## src/rtl/matrix_column_scanner.sv

```systemverilog
// Column-multiplexed LED dot-matrix driver: scans a frame-latched image one column per
// dwell slot, with a leading blanking gap per slot and an optional whole-image blink.
module matrix_column_scanner #(
  parameter int unsigned COLS         = 5,
  parameter int unsigned ROWS         = 7,
  parameter int unsigned DWELL_CYCLES = 1000,
  parameter int unsigned BLANK_CYCLES = 50,
  parameter int unsigned BLINK_FRAMES = 100
) (
  input  logic                 clock,
  input  logic                 reset,
  input  logic                 enable,
  input  logic                 blink,
  input  logic [COLS*ROWS-1:0] image,
  output logic [COLS-1:0]      column_enable,
  output logic [ROWS-1:0]      row_data,
  output logic                 frame_start
);

  localparam int unsigned CNT_W = (DWELL_CYCLES > 1) ? $clog2(DWELL_CYCLES) : 1;
  localparam int unsigned COL_W = (COLS > 1) ? $clog2(COLS) : 1;
  localparam int unsigned FRM_W = (BLINK_FRAMES > 1) ? $clog2(BLINK_FRAMES) : 1;

  localparam logic [CNT_W-1:0] CNT_LAST   = CNT_W'(DWELL_CYCLES - 1);
  localparam logic [CNT_W-1:0] BLANK_LAST = CNT_W'((BLANK_CYCLES > 0) ? BLANK_CYCLES - 1 : 0);
  localparam logic [COL_W-1:0] COL_LAST   = COL_W'(COLS - 1);
  localparam logic [FRM_W-1:0] FRM_LAST   = FRM_W'(BLINK_FRAMES - 1);

  typedef enum logic [1:0] {S_IDLE, S_BLANK, S_LIT} state_t;
  typedef enum logic {PH_VISIBLE, PH_HIDDEN} phase_t;

  localparam state_t SLOT_FIRST = (BLANK_CYCLES == 0) ? S_LIT : S_BLANK;

  state_t                state_q, state_d;
  phase_t                phase_q, phase_d;
  logic [COL_W-1:0]      col_q, col_d;
  logic [CNT_W-1:0]      cnt_q, cnt_d;
  logic [FRM_W-1:0]      frm_q, frm_d;
  logic [COLS*ROWS-1:0]  shadow_q, shadow_d;
  logic [COLS-1:0]       column_enable_q, column_enable_d;
  logic [ROWS-1:0]       row_data_q, row_data_d;
  logic                  frame_start_q, frame_start_d;
  logic                  frame_wrap;
  logic [COLS-1:0]       col_onehot;
  logic [ROWS-1:0]       col_row;

  always_comb begin
    state_d    = state_q;
    phase_d    = phase_q;
    col_d      = col_q;
    cnt_d      = cnt_q;
    frm_d      = frm_q;
    shadow_d   = shadow_q;
    frame_start_d = 1'b0;
    frame_wrap = 1'b0;

    case (state_q)
      S_IDLE: begin
        shadow_d      = image;
        col_d         = '0;
        cnt_d         = '0;
        frame_start_d = 1'b1;
        state_d       = SLOT_FIRST;
      end
      S_BLANK: begin
        cnt_d = cnt_q + CNT_W'(1);
        if (cnt_q == BLANK_LAST) state_d = S_LIT;
      end
      S_LIT: begin
        if (cnt_q == CNT_LAST) begin
          cnt_d   = '0;
          state_d = SLOT_FIRST;
          if (col_q == COL_LAST) begin
            col_d         = '0;
            shadow_d      = image;
            frame_start_d = 1'b1;
            frame_wrap    = 1'b1;
          end else begin
            col_d = col_q + COL_W'(1);
          end
        end else begin
          cnt_d = cnt_q + CNT_W'(1);
        end
      end
      default: state_d = S_IDLE;
    endcase

    if (!blink) begin
      frm_d   = '0;
      phase_d = PH_VISIBLE;
    end else if (frame_wrap) begin
      if (frm_q == FRM_LAST) begin
        frm_d   = '0;
        phase_d = (phase_q == PH_VISIBLE) ? PH_HIDDEN : PH_VISIBLE;
      end else begin
        frm_d = frm_q + FRM_W'(1);
      end
    end

    // Disable overrides everything above, including a coincident frame wrap.
    if (!enable) begin
      state_d       = S_IDLE;
      col_d         = '0;
      cnt_d         = '0;
      frm_d         = '0;
      phase_d       = PH_VISIBLE;
      shadow_d      = shadow_q;
      frame_start_d = 1'b0;
    end
  end

  always_comb begin
    col_onehot = '0;
    col_row    = '1;
    for (int unsigned c = 0; c < COLS; c++) begin
      if (col_d == COL_W'(c)) begin
        col_onehot[c] = 1'b1;
        col_row       = shadow_d[c*ROWS +: ROWS];
      end
    end
  end

  // Outputs are decoded from next-state so the registered pins line up with the state.
  always_comb begin
    column_enable_d = '0;
    row_data_d      = '1;
    if (state_d == S_LIT && !(blink && phase_d == PH_HIDDEN)) begin
      column_enable_d = col_onehot;
      row_data_d      = col_row;
    end
  end

  always_ff @(posedge clock or posedge reset) begin
    if (reset) begin
      state_q         <= S_IDLE;
      phase_q         <= PH_VISIBLE;
      col_q           <= '0;
      cnt_q           <= '0;
      frm_q           <= '0;
      shadow_q        <= '1;
      column_enable_q <= '0;
      row_data_q      <= '1;
      frame_start_q   <= 1'b0;
    end else begin
      state_q         <= state_d;
      phase_q         <= phase_d;
      col_q           <= col_d;
      cnt_q           <= cnt_d;
      frm_q           <= frm_d;
      shadow_q        <= shadow_d;
      column_enable_q <= column_enable_d;
      row_data_q      <= row_data_d;
      frame_start_q   <= frame_start_d;
    end
  end

  assign column_enable = column_enable_q;
  assign row_data      = row_data_q;
  assign frame_start   = frame_start_q;

endmodule

```

## config.mk

```make
export PLATFORM = sky130hd
export DESIGN_NAME = matrix_column_scanner
export DESIGN_NICKNAME = d
export VERILOG_FILES = /design/src/rtl/matrix_column_scanner.sv
export SDC_FILE = /design/constraint.sdc
export NUM_CORES = 1
export LEC_CHECK = 0
export ABC_AREA = 1
export CAP_MARGIN = 20
export CORE_MARGIN = 1
export CORE_UTILIZATION = 55
export CTS_CLUSTER_DIAMETER = 80
export CTS_CLUSTER_SIZE = 8
export DETAILED_ROUTE_END_ITERATION = 8
export PLACE_DENSITY = 0.81
export SLEW_MARGIN = 10
export SYNTH_ARGS = -nofsm -noshare
export SYNTH_HDL_FRONTEND = slang
export SYNTH_SLANG_ARGS = --single-unit
```

## constraint.sdc

```tcl
create_clock -name clock -period 2.5 [get_ports clock]
set_input_delay 0.375 -clock clock [delete_from_list [all_inputs] [get_ports clock]]
set_output_delay 0.375 -clock clock [all_outputs]
set_load 0.1 [all_outputs]
```

==> reports/metrics.yaml, run 1 <==
clk_pin_slew_worst_paths_ps: 90
drc: 10
setup_ws_ps: 175.3
dp_hpwl_um: 6220
cts-root-buf: "clkbuf_8"
setup.worst_path.end: "row_data[2]"
rsz0062_at_grt: "no"
met1_usage: 0.3605
fin_nets: 554
crit_chain: "ha_1 > nand2_1 > nor2_8 > nand4_4 > nand2_1 > nand2_1 > o2bb2ai_1 > inv_1 > nor2_1 > nor2_1 > a21oi_1"
netlist_area_mm2: 0.003696
p_leak_nw: 2.176
final_common_cell: "nand2_1"
syn_to_final_growth_pct: 21.50
arrival_ps: 2580
power.internal_mw: 1.817
skew_ps: 14.18
p_sw_mw: 0.7129
top_usage_layer: "met2"
switching_share: 0.2818
crit_slowest_cell: "dfrtp_1"
crit_path_frequent_cell: "nand2_1"
rows: 29
period_minus_slack_ps: 2325
crit_start: "cnt_q[0]"
avgViaCountPerCell: 5.400
start_kind: "register"
nFillCells: 495
path_max_fanout: 7
dieArea_mm2: 0.007052
rr_startpoint: "cnt_q[0]"
die_w_um: 83.98
initial_core_util: 0.5755
grt_pass1_vias: 3196
ys_warn_count: 0
synth-seq-area-share: 0.4949
dr_total_vias: 3175
irDropWorstVdd_mv: 0.3170
routabilityCongestion: 0.8883
slowest_delay_ps: 410
crit_type: "register to register"
hold_buffers: 0
synth_nets: 492
sequentialPowerShare: 0.520
cp_top_family: "simple AND/OR/NAND/NOR gates"
htreeDepth: 3
setup_viol_count_final: 0
syn_avg_cell_area_um2: 8.324
ff2ff_setup_slack_ps: 180
cts_buffer_depth: 2
maxSlewHeadroom: 0.5599
synth_cell_type_count: 34
syn_inst: 444
pre_cts_ws_ps: 202.9
grt_antenna_before_repair: 0
core_mm2: 0.006422
clkLatencyLatePin_ps: 350
fmax_mhz: 430.2
track_usage: 0.2708
use_met2: 0.4322
maxCapViolations: 0
fin_crit_sh: 0.9299
end_kind: "register"
reg2regPathDepth: 11
pwr-share-clk: 0.341
required_ps: 2760
drive_gt1_frac: 0.2094
io_buffers: 51
p_comb_frac: 0.139
route.final.wire_length_um: 8664
ant_nets: 0
power_density_mw_per_mm2: 563.4
failed_checks: "design-rule violations"
layout_common_cells: "nand2_1, inv_1, nor2_1"
antenna_cells: 0
timing.critical_path.buf_inv: 1
hold_viol: 0
worst_pin_slew_ps: 657.8
outcome: "finished with violations"
ys_ff_latch: 71
cts_tree: "yes"
grt_max_degree: 51
r2r-end: "row_data[2]"
critical_path_depth: 11
dr.pass1.iters: 7
grt.overflow.total: 0
hold_class: "input port to asynchronous set/reset pin"
wl_per_cell_um: 14.73
grtUsageMet3: 0.04352
first_iter_violations: 211
grt_pass1_wl_um: 14860
clkSinkCount: 71
io_pins: 52
numCtsBuffers: 9
drv_slew: 0
die_y_um: 83.98
setup-tns-final_ps: 0
## kinds of logic after synthesis
family,share of synthesized area
AND/OR/NAND/NOR,0.2938
buffers and inverters,0.08226
flip-flops,0.4949
AO/OA/AOI/OAI,0.08904
adder cells (fa/ha/maj),0.03047
XOR/XNOR,0.009478
## worst min path at each step
| stage | startpoint | endpoint | slack [ps] | cells past startpoint |
|---|---|---|---|---|
| 3_5_place_dp | shadow_q[3] | shadow_q[3] | 470 | 2 |
| 2_1_floorplan | shadow_q[11] | shadow_q[11] | 450 | 2 |
| 5_1_grt | reset | column_enable[4] | 390 | 2 |
| 6_report | reset | column_enable[4] | 350 | 2 |
| 4_1_cts | reset | column_enable[4] | 360 | 2 |
| 3_3_place_gp | shadow_q[1] | shadow_q[1] | 470 | 2 |
## Yosys cell counts, drive strengths merged
cell type,count,share of area
and3,1,0.0017
a21oi,11,0.019
o21ai,11,0.015
and2,1,0.0017
nand3,26,0.041
nand2,125,0.14
o2bb2ai,2,0.0047
inv,70,0.071
nand3b,1,0.0020
clkbuf,1,0.0010
a22o,15,0.036
a311oi,1,0.0024
xor2,4,0.0095
ha,9,0.030
nor3b,4,0.0081
nor3,9,0.012
nor2,64,0.075
a221oi,1,0.0024
nand4,6,0.014
o22ai,6,0.010
buf,5,0.010
dfstp,42,0.30
dfrtp,29,0.20
## registers in the layout, summed over array words and instances (netlist names)
name and flops:
cnt_q 10, col_q 3, column_enable 5, frame_start 1, frm_q 7, phase_q 1
row_data 7, shadow_q 35, state_q 2
## layer usage
metal / part of all wire / vias to the layer above / wire, µm
met1: 0.45 / 1502 / 3895
met4: 0.032 / 0 / 279
met5: 0 / - / 0
met2: 0.47 / 116 / 4056
met3: 0.050 / 27 / 433
li1: - / 1530 / -
## power groups by stage
stage               sequential, mW  combinational, mW  clock (mW)
CTS                           1.31              0.351       0.875
detailed placement            1.34              0.346           0
global route                  1.32              0.391       0.925
floorplan                     1.33              0.208           0
finish                        1.31              0.352       0.864
global placement              1.33              0.340           0
## final cells by class
class / count / area [µm²] / area share
sequential: 71 / 1829 / 0.4074
multi-input combinational: 297 / 1572 / 0.3500
timing repair buffer: 57 / 548.0 / 0.1220
inverter: 70 / 262.8 / 0.05851
clock buffer: 9 / 123.9 / 0.02758
tap: 77 / 96.34 / 0.02145
clock inverter: 7 / 58.81 / 0.01310
## worst reg2reg max path, stage by stage, from the launching register on
cell	delay (ps)
dfrtp_1	410
ha_1	240
nand2_1	150
nor2_8	160
nand4_4	160
nand2_1	160
nand2_1	240
o2bb2ai_1	280
inv_1	70
nor2_1	130
nor2_1	60
a21oi_1	200
## per-stage QoR
stage,std cells,power (mW),utilization,instance area (µm²),hold WS (ps)
floorplan,444,1.542,-,3696,450.8
global placement,572,1.668,0.6694,4299,470.2
detailed placement,572,1.682,0.6694,4299,473.1
CTS,588,2.541,0.6978,4482,357.2
global route,588,2.639,0.6992,4491,387.1
finish,588,2.530,0.6992,4491,353.8
## repair_timing
action,CTS,global route
resized for setup,0,2
setup endpoints to repair,0,7
setup buffers,0,0
(Power assumes the default switching activity.)
==> inputs of run 2 (changes only) <==
--- a/config.mk
+++ b/config.mk
@@ -12,7 +12,8 @@
 export CTS_CLUSTER_DIAMETER = 80
 export CTS_CLUSTER_SIZE = 8
 export DETAILED_ROUTE_END_ITERATION = 8
-export PLACE_DENSITY = 0.81
+export PLACE_DENSITY = 0.9
+export SETUP_SLACK_MARGIN = 0.2
 export SLEW_MARGIN = 10
 export SYNTH_ARGS = -nofsm -noshare
 export SYNTH_HDL_FRONTEND = slang
==> run 2 against run 1 <==
Net effect: the flow still finishes with violations (design-rule violations); critical path depth grew 4; non-clock buffer count shrank 1; via count grew 1.2%; final cell count shrank 0.17%; total power shrank 1.1%; routed wire length grew 2.8%; register-to-register slack gained 70 ps; sequential power is essentially flat; flip-flop and latch count is the same; maximum frequency grew 3.1%; clock skew shrank 3.6 ps; core utilization grew 0.99 points; largest power group unchanged.
==> reports/metrics.yaml, run 2 (synthesis results as in run 1) <==
route.final.wire_length_um: 8908  # +2.8%
rsz0062_at_grt: "yes"
start_kind: "register"
end_kind: "register"
hold_class: "input port to asynchronous set/reset pin"
irDropWorstVdd_mv: 0.4478  # +41%
top_regs: "shadow_q x35, cnt_q x10"
numCtsBuffers: 9  # unchanged
maxSlewHeadroom: 0.6139  # +0.05404
wl_per_cell_um: 15.18  # +3.0%
period_minus_slack_ps: 2255  # -70.10 ps
largest_reg_flops: 35  # unchanged
cts_buffer_depth: 2  # unchanged
dieArea_mm2: 0.007052  # unchanged
syn_to_final_growth_pct: 23.22
grt_pass1_vias: 3235  # +1.2%
p_leak_nw: 2.173  # -0.16%
worst_pin_slew_ps: 577.0  # -80.76 ps
met1_usage: 0.3463  # -0.01419
hold_viol: 0  # unchanged
htreeDepth: 3  # unchanged
largest_register: "shadow_q"
clkLatencyLatePin_ps: 350  # about the same
crit_chain: "inv_1 > ha_1 > nand2_1 > inv_1 > nor2_1 > nand3_1 > nand2_1 > nand2_1 > nand2_1 > nand2_2 > inv_1 > nand3_4 > nor2_1 > nor2_1 > a21oi_1"
rows: 29  # unchanged
grtUsageMet3: 0.05045  # +0.006924
outcome: "finished with violations"
place_inst: 570  # -0.35%
core_mm2: 0.006422  # unchanged
first_iter_violations: 328  # +55%
final_common_cell: "nand2_1"
layout_common_cells: "nand2_1, inv_1, nor2_1"
crit_path_frequent_cell: "nand2_1"
routabilityCongestion: 0.8554  # -3.7%
top_usage_layer: "met2"
maxCapViolations: 0  # unchanged
pre_cts_ws_ps: 201.2  # -1.661 ps
cts_tree: "yes"
clk_pin_slew_worst_paths_ps: 80  # about the same
clkSinkCount: 71  # unchanged
fin_crit_sh: 0.9018  # -0.02804
setup-tns-final_ps: 0  # unchanged
initial_core_util: 0.5755  # unchanged
required_ps: 2780  # +20 ps
ant_nets: 0  # unchanged
grt_antenna_before_repair: 0  # unchanged
skew_ps: 10.62  # -3.560 ps
final_cell_count_no_fill: 587  # -0.17%
dp_hpwl_um: 6112  # -1.7%
dr_total_vias: 3212  # +1.2%
avgViaCountPerCell: 5.472  # +1.3%
nFillCells: 451  # -8.9%
setup_ws_ps: 245.4  # +70.10 ps
setup_viol_count_final: 0  # unchanged
fin_nets: 553  # -0.18%
use_met2: 0.4374  # +0.005216
drc: 6  # -4
io_buffers: 51  # unchanged
grt_pass1_wl_um: 14750  # -0.74%
path_max_fanout: 8  # +1
antenna_cells: 0  # unchanged
critical_path_depth: 15  # +4
grt.overflow.total: 0  # unchanged
arrival_ps: 2530  # -50 ps
r2r-end: "row_data[2]"
drv_slew: 0  # unchanged
hold_buffers: 0  # unchanged
track_usage: 0.2682  # -0.002567
cp_top_family: "simple AND/OR/NAND/NOR gates"
dr.pass1.iters: 8  # +1
power_density_mw_per_mm2: 549.5  # -2.5%
holdWs_ps: 416.4  # +62.58 ps
io_pins: 52  # unchanged
crit_type: "register to register"
grt_max_degree: 72  # +41%
reg2regPathDepth: 15  # +4
crit_start: "col_q[1]"
drive_gt1_frac: 0.2255  # +0.01610
failed_checks: "design-rule violations"
die_y_um: 83.98  # unchanged
rr_startpoint: "col_q[1]"
crit_slowest_cell: "dfrtp_1"
cts-root-buf: "clkbuf_8"
setup.worst_path.end: "row_data[2]"
timing.critical_path.buf_inv: 3  # +2
final_util: 0.7091  # +0.009936
fmax_mhz: 443.5  # +3.1%
slowest_delay_ps: 420  # about the same
die_w_um: 83.98  # unchanged
ff2ff_setup_slack_ps: 250  # +70 ps
==> run 2: cell types whose count changed in the layout (fill, tap and decap cells not counted), sizes merged <==
| cell | change |
|---|---|
| buf | -1 |
| clkbuf | +3 |
| clkinv | +2 |
| clkinvlp | -1 |
| inv | -4 |
==> run 2: per-stage QoR <==
| stage | power [mW] | area [µm²] |
|---|---|---|
| CTS | 2.501 | 4462 |
| global placement | 1.659 | 4284 |
| finish | 2.503 | 4554 |
| floorplan | 1.542 | 3696 |
| global route | 2.608 | 4554 |
| detailed placement | 1.678 | 4284 |
==> run 2: routing by layer <==
metal  part of all wire  vias to the layer above  wire [µm]
met2               0.50                      138       4432
met1               0.43                     1527       3811
met3              0.054                       20        483
met4              0.020                        0        180
met5                  0                        -          0
li1                   -                     1527          -
==> run 2: where the power goes <==
group          total [mW]  internal [mW]  switching [mW]
clock               0.828          0.392           0.436
combinational       0.360          0.156           0.204
sequential           1.32           1.29          0.0273
total                2.50           1.84           0.668
==> run 2: cell type report <==
| cell class | instances | area [µm²] | share of cell area |
|---|---|---|---|
| Clock inverter | 4 | 30.03 | 0.006593 |
| Clock buffer | 12 | 145.1 | 0.03187 |
| Timing Repair Buffer | 56 | 544.3 | 0.1195 |
| Sequential cell | 71 | 1831 | 0.4019 |
| Multi-Input combinational cell | 297 | 1640 | 0.3602 |
| Inverter | 70 | 267.8 | 0.05879 |
| Tap cell | 77 | 96.34 | 0.02115 |
==> run 2: worst min-delay path by stage <==
| stage | startpoint | end | slack (ps) | depth (start not counted) |
|---|---|---|---|---|
| final | reset | frame_start | 420 | 3 |
| after global routing | reset | frm_q[3] | 470 | 3 |
| after CTS | reset | frm_q[1] | 440 | 3 |
| after detailed placement | shadow_q[6] | shadow_q[6] | 470 | 2 |
| after global placement | shadow_q[0] | shadow_q[0] | 460 | 2 |
| after floorplan | shadow_q[11] | shadow_q[11] | 450 | 2 |
==> run 2: repair_timing <==
action	4_1_cts	5_1_grt
setup buffers	0	1
cloned	0	0
gates resized for setup	1	22
endpoints found under the hold margin	0	0
endpoints found under the setup margin	6	14
==> run 2: worst reg2reg max path, stage by stage, from the launching register on <==
cell	delay [ps]
dfrtp_1	420
inv_1	90
ha_1	190
nand2_1	80
inv_1	100
nor2_1	120
nand3_1	90
nand2_1	90
nand2_1	80
nand2_1	130
nand2_2	130
inv_1	150
nand3_4	130
nor2_1	160
nor2_1	70
a21oi_1	150
